### src/rtl/keypad_pkg.sv
// Shared types and helpers for the 4x4 matrix keypad scanner.
package keypad_pkg;

    localparam int NUM_ROWS = 4;
    localparam int NUM_COLS = 4;

    typedef enum logic [1:0] {
        SCAN     = 2'd0,
        DEBOUNCE = 2'd1,
        RELEASE  = 2'd2
    } state_e;

    // Key code bit position: row*4 + col, which is simply {row, col} for a 4x4 matrix.
    function automatic logic [3:0] onehot_idx(input logic [1:0] row, input logic [1:0] col);
        return {row, col};
    endfunction

endpackage

### src/rtl/keypad_row_sync.sv
// Two-flop synchroniser bringing the asynchronous active-low rows into the clock domain.
module keypad_row_sync (
    input  logic       clk,
    input  logic       rst_n,
    input  logic [3:0] rows_n_i,
    output logic [3:0] rows_sync_o
);

    logic [3:0] meta_q;
    logic [3:0] sync_q;

    // Both stages idle high so an unpressed keypad is seen right out of reset.
    always_ff @(posedge clk or negedge rst_n) begin
        if (!rst_n) begin
            meta_q <= 4'hF;
            sync_q <= 4'hF;
        end else begin
            meta_q <= rows_n_i;
            sync_q <= meta_q;
        end
    end

    assign rows_sync_o = sync_q;

endmodule

### src/rtl/keypad_scan_ctrl.sv
// Keypad scan sequencer: column strobing, press/release debounce, one-hot key handshake.
module keypad_scan_ctrl
    import keypad_pkg::*;
#(
    parameter int SETTLE_CYCLES   = 4,
    parameter int DEBOUNCE_CYCLES = 1000,
    parameter int CNT_W           = 16
) (
    input  logic        clk,
    input  logic        rst_n,
    input  logic [3:0]  rows_n,
    output logic [3:0]  col_n,
    output logic [15:0] key_onehot,
    output logic        key_valid,
    input  logic        key_ready,
    output logic        key_drop,
    output logic [7:0]  press_cnt
);

    localparam logic [CNT_W-1:0] SETTLE_LAST = CNT_W'(SETTLE_CYCLES - 1);
    localparam logic [CNT_W-1:0] DEB_LAST    = CNT_W'(DEBOUNCE_CYCLES - 1);

    logic [3:0]       rs;
    state_e           state_q;
    logic [1:0]       col_q;
    logic [3:0]       col_n_q;
    logic [CNT_W-1:0] cnt_q;
    logic [1:0]       cand_row_q;
    logic [3:0]       cand_pat_q;
    logic [15:0]      key_onehot_q;
    logic             key_valid_q;
    logic             key_drop_q;
    logic [7:0]       press_cnt_q;

    logic [3:0]       rows_low_d;
    logic             single_low_d;
    logic [1:0]       row_d;
    logic             accept_d;
    logic             consume_d;

    keypad_row_sync u_row_sync (
        .clk        (clk),
        .rst_n      (rst_n),
        .rows_n_i   (rows_n),
        .rows_sync_o(rs)
    );

    // Decode the sampled rows: exactly one low row is a candidate, anything else is idle or ghosting.
    always_comb begin
        rows_low_d   = ~rs;
        single_low_d = (rows_low_d != 4'd0) && ((rows_low_d & (rows_low_d - 4'd1)) == 4'd0);
        row_d        = 2'd0;
        case (rows_low_d)
            4'b0001: row_d = 2'd0;
            4'b0010: row_d = 2'd1;
            4'b0100: row_d = 2'd2;
            4'b1000: row_d = 2'd3;
            default: row_d = 2'd0;
        endcase
        accept_d  = (state_q == DEBOUNCE) && (rs == cand_pat_q) && (cnt_q == DEB_LAST);
        consume_d = key_valid_q && key_ready;
    end

    // Scan/debounce FSM plus the key handshake; a consume in the same cycle as a new key frees the slot first.
    always_ff @(posedge clk or negedge rst_n) begin
        if (!rst_n) begin
            state_q      <= SCAN;
            col_q        <= 2'd0;
            col_n_q      <= 4'b1110;
            cnt_q        <= '0;
            cand_row_q   <= 2'd0;
            cand_pat_q   <= 4'hF;
            key_onehot_q <= 16'h0000;
            key_valid_q  <= 1'b0;
            key_drop_q   <= 1'b0;
            press_cnt_q  <= 8'd0;
        end else begin
            key_drop_q <= 1'b0;
            if (consume_d) begin
                key_valid_q <= 1'b0;
            end
            if (accept_d) begin
                if (key_valid_q && !consume_d) begin
                    key_drop_q <= 1'b1;
                end else begin
                    key_onehot_q <= 16'd1 << onehot_idx(cand_row_q, col_q);
                    key_valid_q  <= 1'b1;
                    press_cnt_q  <= press_cnt_q + 8'd1;
                end
            end

            case (state_q)
                SCAN: begin
                    if (cnt_q == SETTLE_LAST) begin
                        cnt_q <= '0;
                        if (single_low_d) begin
                            cand_row_q <= row_d;
                            cand_pat_q <= rs;
                            state_q    <= DEBOUNCE;
                        end else begin
                            col_q   <= col_q + 2'd1;
                            col_n_q <= {col_n_q[2:0], col_n_q[3]};
                        end
                    end else begin
                        cnt_q <= cnt_q + CNT_W'(1);
                    end
                end
                DEBOUNCE: begin
                    if (rs != cand_pat_q) begin
                        cnt_q   <= '0;
                        state_q <= SCAN;
                        col_q   <= col_q + 2'd1;
                        col_n_q <= {col_n_q[2:0], col_n_q[3]};
                    end else if (cnt_q == DEB_LAST) begin
                        cnt_q   <= '0;
                        state_q <= RELEASE;
                    end else begin
                        cnt_q <= cnt_q + CNT_W'(1);
                    end
                end
                RELEASE: begin
                    if (rs != 4'hF) begin
                        cnt_q <= '0;
                    end else if (cnt_q == DEB_LAST) begin
                        cnt_q   <= '0;
                        state_q <= SCAN;
                        col_q   <= col_q + 2'd1;
                        col_n_q <= {col_n_q[2:0], col_n_q[3]};
                    end else begin
                        cnt_q <= cnt_q + CNT_W'(1);
                    end
                end
                default: begin
                    cnt_q   <= '0;
                    state_q <= SCAN;
                end
            endcase
        end
    end

    assign col_n      = col_n_q;
    assign key_onehot = key_onehot_q;
    assign key_valid  = key_valid_q;
    assign key_drop   = key_drop_q;
    assign press_cnt  = press_cnt_q;

endmodule

### config.mk
export PLATFORM = sky130hd
export DESIGN_NAME = keypad_scan_ctrl
export DESIGN_NICKNAME = d
export VERILOG_FILES = /design/src/rtl/keypad_pkg.sv /design/src/rtl/keypad_row_sync.sv /design/src/rtl/keypad_scan_ctrl.sv
export SDC_FILE = /design/constraint.sdc
export NUM_CORES = 1
export LEC_CHECK = 0
export CAP_MARGIN = 0
export CORE_ASPECT_RATIO = 1.2
export CORE_MARGIN = 2
export CORE_UTILIZATION = 32
export DETAILED_ROUTE_END_ITERATION = 8
export GPL_TIMING_DRIVEN = 0
export SLEW_MARGIN = 30
export SYNTH_ARGS = -nofsm -noshare
export SYNTH_HDL_FRONTEND = slang
export SYNTH_HIERARCHICAL = 1
export SYNTH_SLANG_ARGS = --single-unit
### constraint.sdc
create_clock -name clk -period 2.9 [get_ports clk]
set_clock_uncertainty 0.15 [all_clocks]
set_input_delay 0.435 -clock clk [delete_from_list [all_inputs] [get_ports clk]]
set_output_delay 0.435 -clock clk [all_outputs]
set_load 0.02 [all_outputs]
==> metrics.cfg <==
[floorplanning]
die_area_sq_um=10100
core_sq_um=9030
row_count=38
initial_core_util_pct=32.9
ios=37
die_y_um=110
die_w_um=92.0

[synth]
synth_warnings=6
synthCells=274
synth.cell_area_sq_um=2970
yosysSeqAreaShare_pct=54.5
ys_ff_latch=64
syn_avg_cell_area_sq_um=10.8
synth-async-reset-ratio_pct=100
synth.top_cell.area_share_pct=41.3
ys.flop_type=dfrtp_1
synth_enable_flop_cells=0
synth_fp_nets=287
synthTopCellsByArea=dfrtp_1, dfstp_2, xor2_1
yosys.area.top_type=dfrtp_1
ys_types=42

[sta]
timing.final.hold_violations=0
fin_crit_sh_pct=91.0
worst_slew_pin_slew_ns=0.679
slew_headroom_pct=54.5
drv_slew=0
setup_violations=0
fin_crit_ns=2.64
rsz0062_at_grt=no
clock.fmax_mhz=379

[power_and_ir_drop]
power-per-cell-area_nw_per_um2=638
p_total_w=0.00237
p_leak_nw=1.52
vdd_drop_max_v=0.000238

[worst_setup_path]
worstPathBufferInverterCount=3
cp-end-kind=flip-flop
critical_path.max_stage_delay_ns=0.51
cp-start-kind=flip-flop
crit_family=simple AND/OR/NAND/NOR gates
cp_slowest_cell=dfstp_2
cp_cell_sequence=clkbuf_1, xnor2_1, nand3_1, or4_1, buf_2, nand2b_4, buf_6, mux2_4
worstPathArrival_ns=2.71
worstPathRequired_ns=2.97
crit_type=flip-flop to flip-flop
crit_fanout=9

[placed_design]
dp_hpwl_um=4010
place_congestion=0.806
place_inst=431
port_buffers=36

[global_route]
grt_pass1_vias=2141
grt_pass1_wl_um=9890
grt_max_degree=36
grt_use_total_pct=12.5
grt_overflow=0
grt_antenna_before_repair=0

[drt]
vias_per_cell=4.79
vias=2145
detail_route.wirelength_um=5690
drtAntennaViolNets=0
drtPass1Iterations=4
drc=0
wire_per_inst_um=12.7
drt-initial-drc-count=89

[final_layout]
register_area_sq_um=1620
fillers=907
final_common_cell=dfrtp_1
drive_gt1_share_pct=16.8
multi_input_area_sq_um=1260
final_cells=448
antennaDiodeCount=0
layout_common_cells=dfrtp_1, clkdlybuf4s50_1, nor2_1, o21ai_0, nand2_1
nNetsFinal=336
syn2layout_area_growth_pct=24.9

[clock_network]
cts_tree=done
cts_max_path_buffers=2
clkLatencyLatePin_ns=0.34
cts.clk_slew.worst_paths_ns=0.07
cts_buffers=9
clock-root-buffer=clkbuf_8
htreeDepth=3
clock_sinks=64

[worst_hold_path]
hp-class=flip-flop to flip-flop

[status]
status=finished, final reports clean

[flow_run]
drv_cap=0

[power by group]
| part | internal [W] | switching (W) |
|---|---|---|
| clock | 0.000442 | 0.000323 |
| sequential | 0.00101 | 0.0000887 |
| combinational | 0.000228 | 0.000273 |
| total | 0.00168 | 0.000685 |
[sequential cells by signal, summed over array words and instances (netlist names)]
signal / cells
cand_pat_q: 4
cand_row_q: 2
cnt_q: 16
col_n: 4
col_q: 2
key_drop: 1
key_onehot: 16
key_valid: 1
press_cnt: 8
state_q: 2
u_row_sync/meta_q: 4
u_row_sync/rows_sync_o: 4
[worst register-to-register path, stage by stage (launching register included)]
cell	delay, ns
dfstp_2	0.51
clkbuf_1	0.31
xnor2_1	0.17
nand3_1	0.17
or4_1	0.48
buf_2	0.18
nand2b_4	0.15
buf_6	0.14
mux2_4	0.29
[metal layers]
metal	global-route usage, %	up-vias	wire length [um]
li1	-	1038	-
met1	15.7	1058	2640
met2	20.1	39	2680
met3	2.60	10	252
met4	7.04	0	123
met5	0	-	0
[kinds of logic after synthesis]
family / count (synthesis) / share of synthesized area (%)
simple gates: 103 / 19.0
flops: 64 / 54.5
compound gates: 41 / 7.41
xor+xnor: 29 / 8.80
buf+inv: 19 / 3.07
mux: 12 / 4.67
fa+ha+maj: 6 / 2.53
[path summary, 6_finish.rpt]
path	from	to	slack (ns)	depth (start not counted)
setup / recovery	u_row_sync/rows_sync_o[3]	press_cnt[1]	0.26	8
hold / removal	u_row_sync/meta_q[3]	u_row_sync/rows_sync_o[3]	0.21	0
setup reg to reg	u_row_sync/rows_sync_o[3]	press_cnt[1]	0.26	8
hold reg to reg	u_row_sync/meta_q[3]	u_row_sync/rows_sync_o[3]	0.21	0
max in group asynchronous	rst_n	cnt_q[7]	1.67	3
min in group asynchronous	rst_n	col_q[0]	0.41	2
[synth_stat cells (2+ instances only)]
| cell | number |
|---|---|
| clkbuf_2 | 2 |
| mux2_2 | 9 |
| dfrtp_1 | 49 |
| nand4_1 | 6 |
| buf_2 | 2 |
| dfstp_2 | 15 |
| ha_1 | 6 |
| o21ai_0 | 25 |
| mux2_1 | 2 |
| clkbuf_1 | 10 |
| nor3_1 | 4 |
| nor2b_1 | 6 |
| nand2_1 | 23 |
| a21oi_1 | 2 |
| and4_1 | 2 |
| o21ai_1 | 9 |
| or3b_2 | 2 |
| or4_1 | 2 |
| and3_1 | 4 |
| inv_1 | 3 |
| nor4_4 | 2 |
| nand3b_1 | 2 |
| buf_6 | 2 |
| nor4_1 | 2 |
| nor2_1 | 25 |
| xor2_1 | 16 |
| nand3_1 | 16 |
| xnor2_1 | 12 |
[what timing repair did]
item                                    4_1_cts  5_1_grt
endpoints found under the setup margin        0       10
buffers inserted                              0        0
hold buffers                                  1        0
endpoints found under the hold margin        14        0
gates resized for setup                       0        1
[final cells by class]
cell class,instances,area share (%)
clock buffers,13,4.28
plain buffers,16,2.16
multi-input cells,191,34.0
inverters,3,0.303
well taps,120,4.04
flip-flops and latches,64,43.6
repair buffers,38,10.4
clock inverters,3,1.08
[stage by stage]
stage / TNS, ns / utilization [%] / worst slack [ns] / instance area (sq um) / hold slack [ns]
floorplan: 0 / - / 0.448 / 2970 / -0.0106
global placement: -45.35 / 38.5 / -0.882 / 3480 / 0.196
detailed placement: 0 / 38.7 / 0.249 / 3500 / 0.198
CTS: 0 / 41.1 / 0.239 / 3710 / 0.208
global route: 0 / 41.1 / 0.0790 / 3710 / 0.209
finish: 0 / 41.1 / 0.260 / 3710 / 0.206
(Power assumes the default switching activity.)
